$ cat src/rtl/motor_drive_ctrl.sv
// -----------------------------------------------------------------------------
// motor_drive_ctrl
// Turns the 4-bit steering code from the line-following direction controller
// into left/right motor PWM and H-bridge polarity. Each motor has a duty ramp-up
// and coasts for a dead-time before its polarity is reversed.
//
// Optional feature: define MOTOR_PIVOT_WATCHDOG_EN to add a pivot watchdog
// (parameter PIVOT_TIMEOUT). It stops both motors and raises cmd_err when a
// ninety pivot is held too long.
//
// Ports:
//   clk          in   system clock
//   reset        in   asynchronous active-high reset
//   DIR[3:0]     in   steering code
//   Direction    in   1 = travel forwards, 0 = travel backwards
//   motor_l_pwm  out  left motor PWM
//   motor_l_fwd  out  left polarity, 1 = wheel drives forward
//   motor_r_pwm  out  right motor PWM
//   motor_r_fwd  out  right polarity, 1 = wheel drives forward
//   moving       out  either applied duty nonzero
//   cmd_err      out  sampled DIR is undefined (or pivot watchdog tripped)
// -----------------------------------------------------------------------------
module motor_drive_ctrl #(
    parameter int unsigned PWM_PERIOD    = 100_000,
    parameter int unsigned DUTY_CRUISE   = 70_000,
    parameter int unsigned DUTY_VEER     = 40_000,
    parameter int unsigned DUTY_HARD     = 10_000,
    parameter int unsigned DUTY_PIVOT    = 60_000,
    parameter int unsigned RAMP_STEP     = 5_000,
    parameter int unsigned DEADTIME      = 50_000
`ifdef MOTOR_PIVOT_WATCHDOG_EN
    ,
    parameter int unsigned PIVOT_TIMEOUT = 60_000_000
`endif
) (
    input  logic       clk,
    input  logic       reset,
    input  logic [3:0] DIR,
    input  logic       Direction,
    output logic       motor_l_pwm,
    output logic       motor_l_fwd,
    output logic       motor_r_pwm,
    output logic       motor_r_fwd,
    output logic       moving,
    output logic       cmd_err
);

    localparam int unsigned DUTY_W = $clog2(PWM_PERIOD + 1);
    localparam int unsigned SUM_W  = DUTY_W + 1;
    localparam int unsigned DEAD_W = $clog2(DEADTIME + 1);

    localparam logic [DUTY_W-1:0] PERIOD_V = DUTY_W'(PWM_PERIOD);
    localparam logic [DUTY_W-1:0] LAST_V   = DUTY_W'(PWM_PERIOD - 1);
    localparam logic [DUTY_W-1:0] CRUISE_V = DUTY_W'(DUTY_CRUISE);
    localparam logic [DUTY_W-1:0] VEER_V   = DUTY_W'(DUTY_VEER);
    localparam logic [DUTY_W-1:0] HARD_V   = DUTY_W'(DUTY_HARD);
    localparam logic [DUTY_W-1:0] PIVOT_V  = DUTY_W'(DUTY_PIVOT);
    localparam logic [SUM_W-1:0]  STEP_V   = SUM_W'(RAMP_STEP);
    localparam logic [DEAD_W-1:0] DEAD_LAST = DEAD_W'(DEADTIME - 1);

    localparam logic [3:0] C_PROCEED  = 4'b0000;
    localparam logic [3:0] C_VEER_R   = 4'b1001;
    localparam logic [3:0] C_HARD_R   = 4'b1010;
    localparam logic [3:0] C_NINETY_R = 4'b1011;
    localparam logic [3:0] C_VEER_L   = 4'b0101;
    localparam logic [3:0] C_HARD_L   = 4'b0110;
    localparam logic [3:0] C_NINETY_L = 4'b0111;
    localparam logic [3:0] C_STOP     = 4'b1111;

    typedef enum logic {
        M_RUN   = 1'b0,
        M_COAST = 1'b1
    } mstate_e;

    // Index 0 = left motor, 1 = right motor throughout.
    logic [3:0]        dir_q;
    logic              direction_q;
    logic [DUTY_W-1:0] cnt_q, cnt_d;
    mstate_e           state_q   [2];
    mstate_e           state_d   [2];
    logic [DUTY_W-1:0] applied_q [2];
    logic [DUTY_W-1:0] applied_d [2];
    logic [DEAD_W-1:0] dead_q    [2];
    logic [DEAD_W-1:0] dead_d    [2];
    logic [1:0]        pol_q, pol_d;
    logic [1:0]        pwm_q, pwm_d;
    logic              moving_q, moving_d;
    logic              cmd_err_q, cmd_err_d;

    logic [DUTY_W-1:0] tgt_duty [2];
    logic [1:0]        tgt_pol;
    logic [1:0]        rel_pol;
    logic              wrap;
    logic              pivot_trip;
    logic              pivot_trip_d;

    function automatic logic code_defined(input logic [3:0] code);
        case (code)
            C_PROCEED, C_VEER_R, C_HARD_R, C_NINETY_R,
            C_VEER_L, C_HARD_L, C_NINETY_L, C_STOP: return 1'b1;
            default:                                return 1'b0;
        endcase
    endfunction

    // One ramp evaluation: rise by at most STEP (saturating at the period), fall at once.
    function automatic logic [DUTY_W-1:0] ramp_next(input logic [DUTY_W-1:0] cur,
                                                    input logic [DUTY_W-1:0] tgt);
        logic [SUM_W-1:0]  sum;
        logic [DUTY_W-1:0] sat;
        sum = {1'b0, cur} + STEP_V;
        sat = (sum > {1'b0, PERIOD_V}) ? PERIOD_V : sum[DUTY_W-1:0];
        if (tgt > cur) begin
            return (sat < tgt) ? sat : tgt;
        end
        return tgt;
    endfunction

`ifdef MOTOR_PIVOT_WATCHDOG_EN
    localparam int unsigned PIV_W = $clog2(PIVOT_TIMEOUT + 1);
    localparam logic [PIV_W-1:0] PIV_MAX = PIV_W'(PIVOT_TIMEOUT);

    logic [PIV_W-1:0] piv_cnt_q, piv_cnt_d;

    // Pivot watchdog: counts while a pivot is held, saturates, clears on any DIR change.
    always_comb begin
        piv_cnt_d = piv_cnt_q;
        if (DIR != dir_q) begin
            piv_cnt_d = '0;
        end else if ((dir_q == C_NINETY_L || dir_q == C_NINETY_R) && piv_cnt_q != PIV_MAX) begin
            piv_cnt_d = piv_cnt_q + PIV_W'(1);
        end
    end

    always_ff @(posedge clk or posedge reset) begin
        if (reset) begin
            piv_cnt_q <= '0;
        end else begin
            piv_cnt_q <= piv_cnt_d;
        end
    end

    assign pivot_trip   = (piv_cnt_q == PIV_MAX);
    assign pivot_trip_d = (piv_cnt_d == PIV_MAX);
`else
    assign pivot_trip   = 1'b0;
    assign pivot_trip_d = 1'b0;
`endif

    // Steering code to per-wheel target duty and polarity (relative to travel, then absolute).
    always_comb begin
        tgt_duty[0] = '0;
        tgt_duty[1] = '0;
        rel_pol     = 2'b11;
        case (dir_q)
            C_PROCEED:  begin tgt_duty[0] = CRUISE_V; tgt_duty[1] = CRUISE_V; end
            C_VEER_R:   begin tgt_duty[0] = CRUISE_V; tgt_duty[1] = VEER_V;   end
            C_HARD_R:   begin tgt_duty[0] = CRUISE_V; tgt_duty[1] = HARD_V;   end
            C_NINETY_R: begin tgt_duty[0] = PIVOT_V;  tgt_duty[1] = PIVOT_V; rel_pol = 2'b01; end
            C_VEER_L:   begin tgt_duty[0] = VEER_V;   tgt_duty[1] = CRUISE_V; end
            C_HARD_L:   begin tgt_duty[0] = HARD_V;   tgt_duty[1] = CRUISE_V; end
            C_NINETY_L: begin tgt_duty[0] = PIVOT_V;  tgt_duty[1] = PIVOT_V; rel_pol = 2'b10; end
            default:    ;
        endcase
        if (pivot_trip) begin
            tgt_duty[0] = '0;
            tgt_duty[1] = '0;
        end
        // Backwards travel mirrors both wheel polarities.
        tgt_pol = rel_pol ^ {2{~direction_q}};
    end

    assign wrap = (cnt_q == LAST_V);

    // Per-motor RUN/COAST FSMs, PWM counter and registered output next-state.
    always_comb begin
        cnt_d     = wrap ? '0 : cnt_q + DUTY_W'(1);
        pol_d     = pol_q;
        pwm_d     = '0;
        cmd_err_d = ~code_defined(DIR) | pivot_trip_d;
        for (int m = 0; m < 2; m++) begin
            state_d[m]   = state_q[m];
            applied_d[m] = applied_q[m];
            dead_d[m]    = dead_q[m];
            case (state_q[m])
                M_RUN: begin
                    if (tgt_pol[m] != pol_q[m] && tgt_duty[m] != '0) begin
                        state_d[m]   = M_COAST;
                        applied_d[m] = '0;
                        dead_d[m]    = '0;
                    end else begin
                        // A reversal with zero target duty needs no coast.
                        pol_d[m] = tgt_pol[m];
                        if (wrap) begin
                            applied_d[m] = ramp_next(applied_q[m], tgt_duty[m]);
                        end
                    end
                end
                M_COAST: begin
                    applied_d[m] = '0;
                    dead_d[m]    = dead_q[m] + DEAD_W'(1);
                    if (dead_q[m] == DEAD_LAST) begin
                        state_d[m] = M_RUN;
                        pol_d[m]   = tgt_pol[m];
                        dead_d[m]  = '0;
                    end else if (tgt_duty[m] != '0 && tgt_pol[m] == pol_q[m]) begin
                        // Reversal cancelled: resume on the current polarity from zero.
                        state_d[m] = M_RUN;
                        dead_d[m]  = '0;
                    end
                end
                default: state_d[m] = M_RUN;
            endcase
            pwm_d[m] = (state_d[m] == M_RUN) &&
                       ((applied_d[m] >= PERIOD_V) || (cnt_d < applied_d[m]));
        end
        moving_d = (applied_d[0] != '0) || (applied_d[1] != '0);
    end

    always_ff @(posedge clk or posedge reset) begin
        if (reset) begin
            dir_q       <= C_STOP;
            direction_q <= 1'b1;
            cnt_q       <= '0;
            pol_q       <= 2'b11;
            pwm_q       <= 2'b00;
            moving_q    <= 1'b0;
            cmd_err_q   <= 1'b0;
            for (int m = 0; m < 2; m++) begin
                state_q[m]   <= M_RUN;
                applied_q[m] <= '0;
                dead_q[m]    <= '0;
            end
        end else begin
            dir_q       <= DIR;
            direction_q <= Direction;
            cnt_q       <= cnt_d;
            pol_q       <= pol_d;
            pwm_q       <= pwm_d;
            moving_q    <= moving_d;
            cmd_err_q   <= cmd_err_d;
            for (int m = 0; m < 2; m++) begin
                state_q[m]   <= state_d[m];
                applied_q[m] <= applied_d[m];
                dead_q[m]    <= dead_d[m];
            end
        end
    end

    assign motor_l_pwm = pwm_q[0];
    assign motor_r_pwm = pwm_q[1];
    assign motor_l_fwd = pol_q[0];
    assign motor_r_fwd = pol_q[1];
    assign moving      = moving_q;
    assign cmd_err     = cmd_err_q;

endmodule

$ cat config.mk
export PLATFORM = sky130hd
export DESIGN_NAME = motor_drive_ctrl
export DESIGN_NICKNAME = d
export VERILOG_FILES = /design/src/rtl/motor_drive_ctrl.sv
export SDC_FILE = /design/constraint.sdc
export NUM_CORES = 1
export LEC_CHECK = 0
export CORE_MARGIN = 4
export CORE_UTILIZATION = 28
export CTS_BUF_LIST = sky130_fd_sc_hd__clkbuf_16
export CTS_CLUSTER_SIZE = 40
export DETAILED_ROUTE_END_ITERATION = 8
export GPL_TIMING_DRIVEN = 0
export PLACE_DENSITY = 0.47
export SLEW_MARGIN = 30
export SYNTH_ARGS = -nofsm -noshare
export SYNTH_HDL_FRONTEND = slang
export SYNTH_SLANG_ARGS = --single-unit
export TNS_END_PERCENT = 5
$ cat constraint.sdc
create_clock -name clk -period 6.2 [get_ports clk]
set_input_delay 1.55 -clock clk [delete_from_list [all_inputs] [get_ports clk]]
set_output_delay 1.55 -clock clk [all_outputs]
set_load 0.005 [all_outputs]
After elaboration in Yosys (flattened, before gate mapping)
Memory sizes are Yosys's and may differ from the RTL's.
Cells that the tools add are included.
{ "totals": {"reg_bits": 96, "rom_bits": 16, "out_inout_bits": 6, "wordCells": 120, "mem_count": 1} }
{ "mem_list": {"columns": ["name", "depth", "width", "rd", "rd_ports_with_merged_regs", "write_ports", "line", "source"], "rows": [
  ["(name not given)", 16, 1, 1, 0, 0, "98", "case (code)"]
]} }
{ "op_classes": {"add_sub_neg": 5, "order_cmp": 10, "n_eq_ne": 19, "mux": 47, "bitwise": 7, "n_reduce_logical": 17} }
{ "ops": {"columns": ["cell", "count"], "rows": [
  ["17-bit two-way mux", 13],
  ["34-bit case mux with 6 select lines", 1],
  ["16-bit two-way mux", 6],
  ["17-bit less-than comparator", 4],
  ["17-bit case mux with 2 select lines", 2],
  ["17-bit nonzero test", 4],
  ["16-bit case mux with 2 select lines", 2],
  ["17-bit by 13-bit adder with 18-bit output (second input constant)", 2],
  ["18-bit by 17-bit > comparator with 1-bit output (second input constant)", 2],
  ["17-bit greater-or-equal comparator (second input constant)", 2],
  ["17-bit > comparator", 2],
  ["16-bit by 1-bit adder with 16-bit output (second input constant)", 2],
  ["16-bit equality test (second input constant)", 2],
  ["1-bit two-way mux", 18],
  ["17-bit by 1-bit adder with 17-bit output (second input constant)", 1],
  ["17-bit equality test (second input constant)", 1],
  ["4-bit by 3-bit equality test with 1-bit output (second input constant)", 3],
  ["4-bit equality test (second input constant)", 3],
  ["2-bit != test (second input constant)", 4],
  ["1-bit case mux with 2 select lines", 4],
  ["1-bit logical AND", 6],
  ["1-bit NOT", 6],
  ["4-bit logical NOT", 1],
  ["2-bit by 1-bit != test with 1-bit output (second input constant)", 2],
  ["7 further kinds", 12]
]} }

Logic depth before layout (Yosys ltp)
Gate-level depths: netlist of run 1.
{ "depth": {"word_depth": 15, "ltp_mapped": 32} }

Least setup slack after synthesis of run 1
OpenSTA, ideal clock, no wires.
{ "synth_path": {"path_type": "reg-to-reg", "startpoint": "register applied_q[8] in the netlist's numbering", "endpoint": "register pwm_q[1]", "arrival_ns": 6.144, "required_time_ns": 6.132, "path_slack_ns": -0.012, "stages_incl_launch_ff": 32, "n_path_buf": 3, "period_less_slack_ns": 6.212, "path_cell_list": "dfrtp_1 buf_6 or4_4 o211ai_2 xnor2_1 o211ai_2 o21a_4 or2_2 clkbuf_1 nor2_1 ha_1 a21oi_1 o22ai_1 o31a_1 a311oi_1 o211ai_1 or2_1 buf_6 a21oi_1 nand2_1 ha_1 a21o_1 a21o_1 a21o_1 a21o_1 a21o_1 a21oi_1 nor2b_1 o21ai_0 a21oi_1 a2111oi_0 a32o_1"} }
{ "synth_between": {"elab_chain_len": 13, "word_cells_on_any_way": 19, "cone_classes": "add/sub: 1; order compare: 5; mux: 11; reduce/logical: 2"} }
{ "synth_lines": {"columns": ["element", "line", "source"], "rows": [
  ["from (decl)", "81", "logic [DUTY_W-1:0] applied_q [2];"],
  ["from (signal, indexed assignment)", "243", "applied_q[m] <= applied_d[m];"],
  ["17-bit by 13-bit adder with 18-bit output", "110", "sum = {1'b0, cur} + STEP_V;"],
  ["18-bit by 17-bit > comparator with 1-bit output", "111", "sat = (sum > {1'b0, PERIOD_V}) ? PERIOD_V : sum[DUTY_W-1:0];"],
  ["17-bit two-way mux", "111", null],
  ["17-bit less-than comparator", "113", "return (sat < tgt) ? sat : tgt;"],
  ["17-bit two-way mux", "113", null],
  ["17-bit two-way mux", "112", "if (tgt > cur) begin"],
  ["17-bit two-way mux", "115", "return tgt;"],
  ["17-bit two-way mux *", "193", "if (wrap) begin"],
  ["17-bit two-way mux *", "186", "if (tgt_pol[m] != pol_q[m] && tgt_duty[m] != '0) begin"],
  ["17-bit case mux with 2 select lines *", "184", "case (state_q[m])"],
  ["17-bit greater-or-equal comparator or 17-bit less-than comparator (tied branches)", "214", "((applied_d[m] >= PERIOD_V) || (cnt_d < applied_d[m]));"],
  ["1-bit logical OR *", "214", null],
  ["1-bit logical AND *", "213", "pwm_d[m] = (state_d[m] == M_RUN) &&"],
  ["via pwm_d[1]", "86", "logic [1:0] pwm_q, pwm_d;"],
  ["to (signal assigned)", "238", "pwm_q <= pwm_d;"],
  ["to (decl)", "86", null]
]} }
The timed path passes the listed nets; every way through them passes the cells marked *. The select of a mux whose other input is x is not followed.
A chain may end at the register's enable or synchronous reset.

Final worst setup path of run 1
Same ends and word-level chain as after synthesis.

==> impl_results.html, run 1 <==
<table>
<tr><th>Metric</th><th>Value</th></tr>
<tr><th colspan="2">GRT</th></tr>
<tr><td>Total Routing Usage GR</td><td>16.1%</td></tr>
<tr><td>Maximum number of pins on one net before global-route repair</td><td>59</td></tr>
<tr><td>Wire length of the first global-routing pass</td><td>40,300 um</td></tr>
<tr><td>Initial antenna violation count</td><td>0</td></tr>
<tr><td>GR Overflow Total</td><td>0</td></tr>
<tr><td>Vias in the first global route</td><td>7,267</td></tr>
<tr><th colspan="2">Finish</th></tr>
<tr><td>Final net count</td><td>1,132</td></tr>
<tr><td>Layout overhead on the synthesized area</td><td>19.7%</td></tr>
<tr><td>Filler Cell Count</td><td>2,944</td></tr>
<tr><td>Finished Cell Area</td><td>9670 um^2</td></tr>
<tr><td>Combined area of the multi-input logic cells</td><td>5500 um^2</td></tr>
<tr><td>Fraction of layout instances using a drive strength above 1</td><td>15.2%</td></tr>
<tr><td>Diodes inserted</td><td>0</td></tr>
<tr><td>Register cell area after layout</td><td>2420 um^2</td></tr>
<tr><td>Non-Filler Instances</td><td>1,425</td></tr>
<tr><th colspan="2">Synth</th></tr>
<tr><td>Synthesized flop and latch total</td><td>96</td></tr>
<tr><td>Primary flip-flop cell chosen by synthesis mapping</td><td>sky130_fd_sc_hd__dfrtp_1</td></tr>
<tr><td>Count of cell types in the netlist</td><td>82</td></tr>
<tr><td>Net Count, Synth</td><td>1,071</td></tr>
<tr><td>Yosys warns</td><td>0</td></tr>
<tr><td>Instance count of the mapped netlist</td><td>981</td></tr>
<tr><td>Number of enable flip-flop cells after synthesis</td><td>0</td></tr>
<tr><td>Share of flip-flops with an asynchronous set or reset after synthesis</td><td>100%</td></tr>
<tr><td>Netlist area before placement</td><td>8080 um^2</td></tr>
<tr><td>Mean post-synth cell area</td><td>8.24 um^2</td></tr>
<tr><td>Sequential-to-total area share from yosys stat</td><td>29.8%</td></tr>
<tr><th colspan="2">STA</th></tr>
<tr><td>Min Tclk post-route</td><td>6.16 ns</td></tr>
<tr><td>Final worst setup slack</td><td>0.0433 ns</td></tr>
<tr><td>Fin. Hold Viols</td><td>0</td></tr>
<tr><td>Worst Skew</td><td>0.0106 ns</td></tr>
<tr><td>Period utilisation layout</td><td>99.3%</td></tr>
<tr><td>Final setup violation count</td><td>0</td></tr>
<tr><td>Slew Limit Fails</td><td>0</td></tr>
<tr><td>Post-route setup TNS</td><td>0 ns</td></tr>
<tr><td>Actual slew at the worst max-slew pin</td><td>0.936 ns</td></tr>
<tr><td>Max frequency</td><td>0.162 GHz</td></tr>
<tr><td>RSZ-0062 raised after global routing</td><td>true</td></tr>
<tr><td>Headroom to the max-slew limit</td><td>36.8%</td></tr>
<tr><th colspan="2">CTS</th></tr>
<tr><td>Clk_lat worst skew</td><td>0.36 ns</td></tr>
<tr><td>TritonCTS buffer count</td><td>9</td></tr>
<tr><td>Root buffer cell</td><td>sky130_fd_sc_hd__clkbuf_16</td></tr>
<tr><td>Clock Sink Count</td><td>96</td></tr>
<tr><td>Clock-pin slew reported for the worst setup and hold paths after clock tree synthesis</td><td>0.08 ns</td></tr>
<tr><td>TritonCTS clock tree</td><td>built</td></tr>
<tr><td>Buffer levels on the longest clock path</td><td>2</td></tr>
<tr><td>H-tree depth</td><td>3</td></tr>
<tr><th colspan="2">Placement</th></tr>
<tr><td>Worst-case setup slack after placement</td><td>-1.02 ns</td></tr>
<tr><td>Post-DP Area</td><td>8720 um^2</td></tr>
<tr><td>Port buffer count</td><td>12</td></tr>
<tr><td>Half-perimeter wire length of the detailed placement result</td><td>18,900 um</td></tr>
<tr><td>Cell count after placement</td><td>1,372</td></tr>
<tr><td>Global placement routability congestion</td><td>0.883</td></tr>
<tr><th colspan="2">Route</th></tr>
<tr><td>Initial DRC count</td><td>632</td></tr>
<tr><td>Total Wirelength</td><td>25,100 um</td></tr>
<tr><td>DRC violations left</td><td>0</td></tr>
<tr><td>Per-cell via count in the routed design</td><td>5.27</td></tr>
<tr><td>Via Count</td><td>7,503</td></tr>
<tr><td>Final routed wire length divided by cell count</td><td>17.6 um</td></tr>
<tr><td>Drt first pass iters</td><td>5</td></tr>
<tr><td>Antenna-violating nets left</td><td>0</td></tr>
<tr><th colspan="2">Power</th></tr>
<tr><td>Maximum VDD drop</td><td>0.000115 V</td></tr>
<tr><td>Leakage Power</td><td>4.27 nW</td></tr>
<tr><td>Pwr per Cell Area</td><td>186 nW/um^2</td></tr>
<tr><td>Switching share of power</td><td>35.6%</td></tr>
<tr><td>Cell internal power dissipation</td><td>1.16 mW</td></tr>
<tr><td>Final Power</td><td>1.80 mW</td></tr>
<tr><td>Power spent charging and discharging nets</td><td>0.639 mW</td></tr>
<tr><td>Register share of total power</td><td>39.0%</td></tr>
<tr><td>Clock power frac</td><td>33.1%</td></tr>
<tr><td>Share of total power in combinational logic</td><td>27.9%</td></tr>
<tr><th colspan="2">Critical path</th></tr>
<tr><td>CP Class</td><td>register to register</td></tr>
<tr><td>Biggest fanout along the worst timing path</td><td>7</td></tr>
<tr><td>CP Launch Type</td><td>register</td></tr>
<tr><td>Buffer and inverter count on the worst path</td><td>2</td></tr>
<tr><td>Biggest cell delay along the critical path</td><td>0.53 ns</td></tr>
<tr><td>Kind of cell adding the most delay to the critical path</td><td>compound AO/OA/AOI/OAI gates</td></tr>
<tr><td>Worst Setup End Kind</td><td>register</td></tr>
<tr><td>Data arrival time of the worst path</td><td>6.46 ns</td></tr>
<tr><td>Worst path required time</td><td>6.50 ns</td></tr>
<tr><td>Slowest stage cell, crit path</td><td>sky130_fd_sc_hd__or4_4</td></tr>
<tr><td>Top cell by count, worst path</td><td>sky130_fd_sc_hd__a21o_1</td></tr>
<tr><th colspan="2">Die</th></tr>
<tr><td>Vertical die dimension</td><td>178 um</td></tr>
<tr><td>Initial cell density of the core</td><td>28.7%</td></tr>
<tr><td>Placeable core area</td><td>28,200 um^2</td></tr>
<tr><td>Num rows</td><td>61</td></tr>
<tr><td>Horizontal die dimension</td><td>178 um</td></tr>
<tr><td>Total Die Area</td><td>31,600 um^2</td></tr>
<tr><td>Number of top-level design ports</td><td>13</td></tr>
<tr><th colspan="2">Hold path</th></tr>
<tr><td>Worst min-delay path class</td><td>register to register</td></tr>
<tr><th colspan="2">Job</th></tr>
<tr><td>Number of maximum-capacitance violations</td><td>0</td></tr>
<tr><th colspan="2">Status</th></tr>
<tr><td>Result of the run</td><td>completed</td></tr>
</table>
==> cells by family after synthesis <==
kind of cell             Yosys count  share of synthesized area [%]
buffers and inverters            126                           6.22
XOR/XNOR                          57                           6.18
AND/OR/NAND/NOR                  369                           23.7
AO/OA/AOI/OAI                    245                           20.6
adder cells (fa/ha/maj)           84                           13.0
flip-flops                        96                           29.8
multiplexers                       4                          0.511
==> stage by stage <==
step | hold slack, ns | utilization (%)
2_1_floorplan | 0.438 | -
3_3_place_gp | 0.468 | 30.8
3_5_place_dp | 0.472 | 31.0
4_1_cts | 0.483 | 33.1
5_1_grt | 0.490 | 34.3
6_report | 0.483 | 34.3
==> cells in the final DEF, fill, tap and decap left out, types with 6 or more instances in the layout <==
cell and count:
sky130_fd_sc_hd__inv_1 86, sky130_fd_sc_hd__dfrtp_1 84, sky130_fd_sc_hd__nor2_1 80, sky130_fd_sc_hd__ha_1 77
sky130_fd_sc_hd__nand2_1 69, sky130_fd_sc_hd__o21ai_0 55, sky130_fd_sc_hd__a21oi_1 49, sky130_fd_sc_hd__nand3_1 44
sky130_fd_sc_hd__buf_4 44, sky130_fd_sc_hd__xnor2_1 31, sky130_fd_sc_hd__nand4_1 28, sky130_fd_sc_hd__xor2_1 23
sky130_fd_sc_hd__and3_1 22, sky130_fd_sc_hd__a21o_1 20, sky130_fd_sc_hd__clkbuf_1 19, sky130_fd_sc_hd__nor2b_1 17
sky130_fd_sc_hd__nor3_1 15, sky130_fd_sc_hd__nand2b_1 14, sky130_fd_sc_hd__o211ai_1 14, sky130_fd_sc_hd__clkdlybuf4s50_1 12
sky130_fd_sc_hd__and4_1 10, sky130_fd_sc_hd__and2_1 10, sky130_fd_sc_hd__nor4_1 9, sky130_fd_sc_hd__o31ai_1 9
sky130_fd_sc_hd__a31oi_1 9, sky130_fd_sc_hd__clkbuf_16 9, sky130_fd_sc_hd__or3_1 7, sky130_fd_sc_hd__a211oi_1 7
sky130_fd_sc_hd__dfstp_2 7, sky130_fd_sc_hd__or4_1 6
==> layout make-up <==
cell class | instances | share of cell area (%)
inverter | 87 | 3.43
clock inverter | 7 | 0.802
clock buffer | 9 | 2.33
multi-input combinational | 759 | 56.9
timing repair buffer | 55 | 4.86
sequential | 96 | 25.0
tap | 378 | 4.89
buffer | 34 | 1.79
==> power groups by stage <==
stage                     Combinational [mW]  Clock (mW)  Sequential, mW
after floorplan                        0.299           0           0.704
after global placement                 0.449           0           0.711
after detailed placement               0.456           0           0.712
after CTS                              0.481       0.611           0.700
after global routing                   0.562       0.637           0.707
final                                  0.501       0.594           0.701
==> path summary, 6_finish.rpt <==
kind,from,end,slack [ns],cells after the start
max in group asynchronous,reset,applied_q[12],3.98,3
worst max register to register,applied_q[8],pwm_q[1],0.04,30
worst min-delay path,dead_q[31],dead_q[31],0.48,1
worst max-delay path,applied_q[8],pwm_q[1],0.04,30
worst min register to register,dead_q[31],dead_q[31],0.48,1
min in group asynchronous,reset,dead_q[11],1.57,2
==> registers in the layout, summed over array words and instances (netlist names), 2 cells and up <==
| name | count |
|---|---|
| cnt_q | 17 |
| applied_q | 34 |
| pwm_q | 2 |
| state_q | 2 |
| pol_q | 2 |
| dir_q | 4 |
| dead_q | 32 |
==> metal layers <==
metal	share of wire, %	wire length, um	track usage (%)	vias to the layer above
met1	48	12000	22.4	3638
met4	1.8	455	4.77	0
met5	0	0	0	-
li1	-	-	-	3680
met2	47	11800	26.2	158
met3	3.5	870	1.81	27
==> Yosys cell counts, types with 9 or more instances <==
cell type / count / area (um^2)
sky130_fd_sc_hd__a211oi_1: 10 / 75.1
sky130_fd_sc_hd__a21o_1: 20 / 150
sky130_fd_sc_hd__a21oi_1: 56 / 280
sky130_fd_sc_hd__a31oi_1: 9 / 56.3
sky130_fd_sc_hd__and2_1: 10 / 62.6
sky130_fd_sc_hd__and3_1: 22 / 138
sky130_fd_sc_hd__and4_1: 10 / 87.6
sky130_fd_sc_hd__clkbuf_1: 27 / 101
sky130_fd_sc_hd__dfrtp_1: 89 / 2230
sky130_fd_sc_hd__ha_1: 83 / 1040
sky130_fd_sc_hd__inv_1: 87 / 327
sky130_fd_sc_hd__nand2_1: 73 / 274
sky130_fd_sc_hd__nand2b_1: 14 / 87.6
sky130_fd_sc_hd__nand3_1: 45 / 225
sky130_fd_sc_hd__nand4_1: 28 / 175
sky130_fd_sc_hd__nor2_1: 86 / 323
sky130_fd_sc_hd__nor2b_1: 17 / 106
sky130_fd_sc_hd__nor3_1: 17 / 85.1
sky130_fd_sc_hd__nor4_1: 10 / 62.6
sky130_fd_sc_hd__o211ai_1: 14 / 105
sky130_fd_sc_hd__o21ai_0: 60 / 300
sky130_fd_sc_hd__o31ai_1: 10 / 75.1
sky130_fd_sc_hd__xnor2_1: 34 / 298
sky130_fd_sc_hd__xor2_1: 23 / 201
==> timing repair <==
| action | in CTS | in global routing |
|---|---|---|
| pin swaps | 15 | 36 |
| gates resized for setup | 40 | 42 |
| hold buffers | 0 | 0 |
| endpoints found under the setup margin | 2 | 2 |
| setup buffers | 17 | 25 |
| gates cloned | 0 | 0 |
(Power assumes the default switching activity.)
==> inputs of run 2 (changes only) <==
--- a/config.mk
+++ b/config.mk
@@ -5,13 +5,17 @@
 export SDC_FILE = /design/constraint.sdc
 export NUM_CORES = 1
 export LEC_CHECK = 0
+export CELL_PAD_IN_SITES_DETAIL_PLACEMENT = 0
+export CELL_PAD_IN_SITES_GLOBAL_PLACEMENT = 1
 export CORE_MARGIN = 4
 export CORE_UTILIZATION = 28
 export CTS_BUF_LIST = sky130_fd_sc_hd__clkbuf_16
+export CTS_CLUSTER_DIAMETER = 60
 export CTS_CLUSTER_SIZE = 40
 export DETAILED_ROUTE_END_ITERATION = 8
 export GPL_TIMING_DRIVEN = 0
-export PLACE_DENSITY = 0.47
+export MAX_ROUTING_LAYER = met4
+export PLACE_DENSITY = 0.57
 export SLEW_MARGIN = 30
 export SYNTH_ARGS = -nofsm -noshare
 export SYNTH_HDL_FRONTEND = slang
==> run 2 against run 1 <==
Hold slack is essentially flat. Setup slack better by 0.023 ns. Power decreased by 1.5%. Clock power is 3.7% lower. Flip-flop and latch count is the same. Combinational power shrank 1%. Fmax increased by 0.37%. Count of clock-buffer cells in the layout did not move.
==> impl_results.html, run 2 (same netlist as run 1, synthesis figures left out) <==
<table>
<tr><th>Metric</th><th>Value</th></tr>
<tr><th colspan="2">Route</th></tr>
<tr><td>Per-cell via count in the routed design</td><td>5.27 (+0.13%)</td></tr>
<tr><td>Final routed wire length divided by cell count</td><td>18.2 um (+3.6%)</td></tr>
<tr><td>Antenna-violating nets left</td><td>0 (unchanged)</td></tr>
<tr><td>DRC violations left</td><td>0 (unchanged)</td></tr>
<tr><td>Total Wirelength</td><td>25,900 um (+3.4%)</td></tr>
<tr><td>Met3 layer wire length in the routed design</td><td>773 um (-11%)</td></tr>
<tr><td>Initial DRC count</td><td>466 (-26%)</td></tr>
<tr><td>Via Count</td><td>7,497 (-0.080%)</td></tr>
<tr><td>Routed metal-1 wirelength</td><td>12,700 um (+6.3%)</td></tr>
<tr><td>Routed wl met2</td><td>11,900 um (+1.1%)</td></tr>
<tr><td>Top routing layer in use</td><td>met4</td></tr>
<tr><td>Drt first pass iters</td><td>5 (unchanged)</td></tr>
<tr><th colspan="2">CTS</th></tr>
<tr><td>TritonCTS buffer count</td><td>9 (unchanged)</td></tr>
<tr><td>Buffer levels on the longest clock path</td><td>2 (unchanged)</td></tr>
<tr><td>Clock Sink Count</td><td>96 (unchanged)</td></tr>
<tr><td>TritonCTS clock tree</td><td>built</td></tr>
<tr><td>Root buffer cell</td><td>sky130_fd_sc_hd__clkbuf_16</td></tr>
<tr><td>Clk_lat worst skew</td><td>0.36 ns (about the same)</td></tr>
<tr><td>H-tree depth</td><td>3 (unchanged)</td></tr>
<tr><td>Clock-pin slew reported for the worst setup and hold paths after clock tree synthesis</td><td>0.08 ns (about the same)</td></tr>
<tr><th colspan="2">Finish</th></tr>
<tr><td>Top reg by flops</td><td>applied_q</td></tr>
<tr><td>Fraction of layout instances using a drive strength above 1</td><td>14.6% (-0.63 points)</td></tr>
<tr><td>Leading cell type in the layout, fill and taps excluded</td><td>sky130_fd_sc_hd__inv_1</td></tr>
<tr><td>Most frequent cells in the layout</td><td>86 x sky130_fd_sc_hd__inv_1, 85 x sky130_fd_sc_hd__dfrtp_1, 80 x sky130_fd_sc_hd__nor2_1</td></tr>
<tr><td>Diodes inserted</td><td>0 (unchanged)</td></tr>
<tr><td>Final net count</td><td>1,129 (-0.27%)</td></tr>
<tr><td>Leading registers by flop count</td><td>applied_q (34), dead_q (32), cnt_q (17)</td></tr>
<tr><td>Finished Cell Area</td><td>9620 um^2 (-0.53%)</td></tr>
<tr><td>Number of flip-flops in the largest register</td><td>34 (unchanged)</td></tr>
<tr><td>Final core utilization</td><td>34.2% (-0.18 points)</td></tr>
<tr><td>Filler Cell Count</td><td>2,976 (+1.1%)</td></tr>
<tr><td>Layout overhead on the synthesized area</td><td>19.0%</td></tr>
<tr><th colspan="2">Critical path</th></tr>
<tr><td>Biggest fanout along the worst timing path</td><td>6 (-1)</td></tr>
<tr><td>CP Class</td><td>register to register</td></tr>
<tr><td>Top cell by count, worst path</td><td>sky130_fd_sc_hd__a21o_1</td></tr>
<tr><td>Setup slack, reg-to-reg</td><td>0.07 ns (+0.02 ns)</td></tr>
<tr><td>CP Launch Type</td><td>register</td></tr>
<tr><td>Worst path required time</td><td>6.49 ns (about the same)</td></tr>
<tr><td>Biggest cell delay along the critical path</td><td>0.59 ns (+0.06 ns)</td></tr>
<tr><td>Worst Setup End Kind</td><td>register</td></tr>
<tr><td>Buffer and inverter count on the worst path</td><td>1 (-1)</td></tr>
<tr><td>Slowest stage cell, crit path</td><td>sky130_fd_sc_hd__or4_4</td></tr>
<tr><td>Kind of cell adding the most delay to the critical path</td><td>compound AO/OA/AOI/OAI gates</td></tr>
<tr><td>Data arrival time of the worst path</td><td>6.43 ns (-0.03 ns)</td></tr>
<tr><th colspan="2">Placement</th></tr>
<tr><td>Port buffer count</td><td>12 (unchanged)</td></tr>
<tr><td>Post-DP Area</td><td>8720 um^2 (unchanged)</td></tr>
<tr><td>Half-perimeter wire length of the detailed placement result</td><td>19,800 um (+4.8%)</td></tr>
<tr><td>Global placement routability congestion</td><td>0.906 (+2.6%)</td></tr>
<tr><th colspan="2">GRT</th></tr>
<tr><td>Vias in the first global route</td><td>7,285 (+0.25%)</td></tr>
<tr><td>Initial antenna violation count</td><td>0 (unchanged)</td></tr>
<tr><td>GR Overflow Total</td><td>0 (unchanged)</td></tr>
<tr><td>Maximum number of pins on one net before global-route repair</td><td>55 (-6.8%)</td></tr>
<tr><td>Total Routing Usage GR</td><td>17.1% (+1.1 points)</td></tr>
<tr><td>Wire length of the first global-routing pass</td><td>41,400 um (+2.6%)</td></tr>
<tr><th colspan="2">STA</th></tr>
<tr><td>Actual slew at the worst max-slew pin</td><td>0.830 ns (-0.106 ns)</td></tr>
<tr><td>Worst hold margin</td><td>0.483 ns (+0.000372 ns)</td></tr>
<tr><td>RSZ-0062 raised after global routing</td><td>true</td></tr>
<tr><td>Headroom to the max-slew limit</td><td>44.4% (+7.6 points)</td></tr>
<tr><td>Period utilisation layout</td><td>98.9% (-0.37 points)</td></tr>
<tr><td>Worst Skew</td><td>0.0125 ns (+0.00193 ns)</td></tr>
<tr><td>Slew Limit Fails</td><td>0 (unchanged)</td></tr>
<tr><td>Fin. Hold Viols</td><td>0 (unchanged)</td></tr>
<tr><td>Max frequency</td><td>0.163 GHz (+0.37%)</td></tr>
<tr><td>Final setup violation count</td><td>0 (unchanged)</td></tr>
<tr><td>Min Tclk post-route</td><td>6.13 ns (-0.0228 ns)</td></tr>
<tr><th colspan="2">Hold path</th></tr>
<tr><td>Worst min-delay path class</td><td>register to register</td></tr>
<tr><th colspan="2">Die</th></tr>
<tr><td>Number of top-level design ports</td><td>13 (unchanged)</td></tr>
<tr><td>Initial cell density of the core</td><td>28.7% (unchanged)</td></tr>
<tr><td>Placeable core area</td><td>28,200 um^2 (unchanged)</td></tr>
<tr><td>Num rows</td><td>61 (unchanged)</td></tr>
<tr><td>Vertical die dimension</td><td>178 um (unchanged)</td></tr>
<tr><td>Horizontal die dimension</td><td>178 um (unchanged)</td></tr>
<tr><td>Total Die Area</td><td>31,600 um^2 (unchanged)</td></tr>
<tr><th colspan="2">Power</th></tr>
<tr><td>Leakage Power</td><td>4.27 nW (about the same)</td></tr>
<tr><td>Pwr per Cell Area</td><td>184 nW/um^2 (-0.95%)</td></tr>
<tr><td>Maximum VDD drop</td><td>0.000152 V (+33%)</td></tr>
<tr><th colspan="2">Status</th></tr>
<tr><td>Result of the run</td><td>completed</td></tr>
<tr><th colspan="2">Job</th></tr>
<tr><td>Number of maximum-capacitance violations</td><td>0 (unchanged)</td></tr>
</table>
[run 2: cell types whose count changed in the layout (fill, tap and decap cells not counted), moves of 2 or more]
cell                         change
sky130_fd_sc_hd__clkinv_1        +3
sky130_fd_sc_hd__a21oi_2         +5
sky130_fd_sc_hd__inv_6           -2
sky130_fd_sc_hd__a21oi_1         -4
sky130_fd_sc_hd__clkinvlp_4      -3
sky130_fd_sc_hd__nand2_2         -2
sky130_fd_sc_hd__nand2_1         +2
[run 2: layer usage]
metal,track usage (%),vias up
li1,-,3682
met1,23.7,3648
met2,26.7,137
met3,1.66,30
met4,5.06,0
met5,-,-
[run 2: cell type report]
type	instances	area [um^2]	area share, %
timing repair buffer	52	440	4.58
multi-input combinational	759	5500	57.2
tap	378	473	4.92
clock buffer	9	225	2.34
clock inverter	7	62.6	0.650
inverter	87	332	3.45
buffer	34	166	1.73
sequential	96	2420	25.1
[run 2: worst paths after layout]
kind                            endpoint           from  cells after the start
max                             pwm_q[1]  applied_q[12]                     29
min                           dead_q[31]     dead_q[31]                      1
max reg2reg                     pwm_q[1]  applied_q[12]                     29
min reg2reg                   dead_q[31]     dead_q[31]                      1
max in group asynchronous  applied_q[20]          reset                      3
min in group asynchronous     dead_q[26]          reset                      2
[run 2: report_power, final]
group	switching (mW)	internal (mW)
sequential	0.0345	0.667
combinational	0.332	0.164
clock	0.263	0.309
[run 2: timing repair]
| item | CTS | global route |
|---|---|---|
| pin swaps | 13 | 38 |
| hold buffers | 0 | 0 |
| endpoints found under the setup margin | 2 | 2 |
| resized for setup | 45 | 35 |
| setup buffers | 18 | 21 |
[run 2: through the flow]
step           total power [mW]  setup TNS (ns)  cells  worst slack, ns
6_report                   1.77               0   1422           0.0660
5_1_grt                    1.88          -0.365   1422           -0.202
4_1_cts                    1.78        -0.00255   1404         -0.00255
3_5_place_dp               1.18           -2.08   1372            -1.07
3_3_place_gp               1.17           -2.19   1371            -1.12
2_1_floorplan              1.00               0    981           0.0792
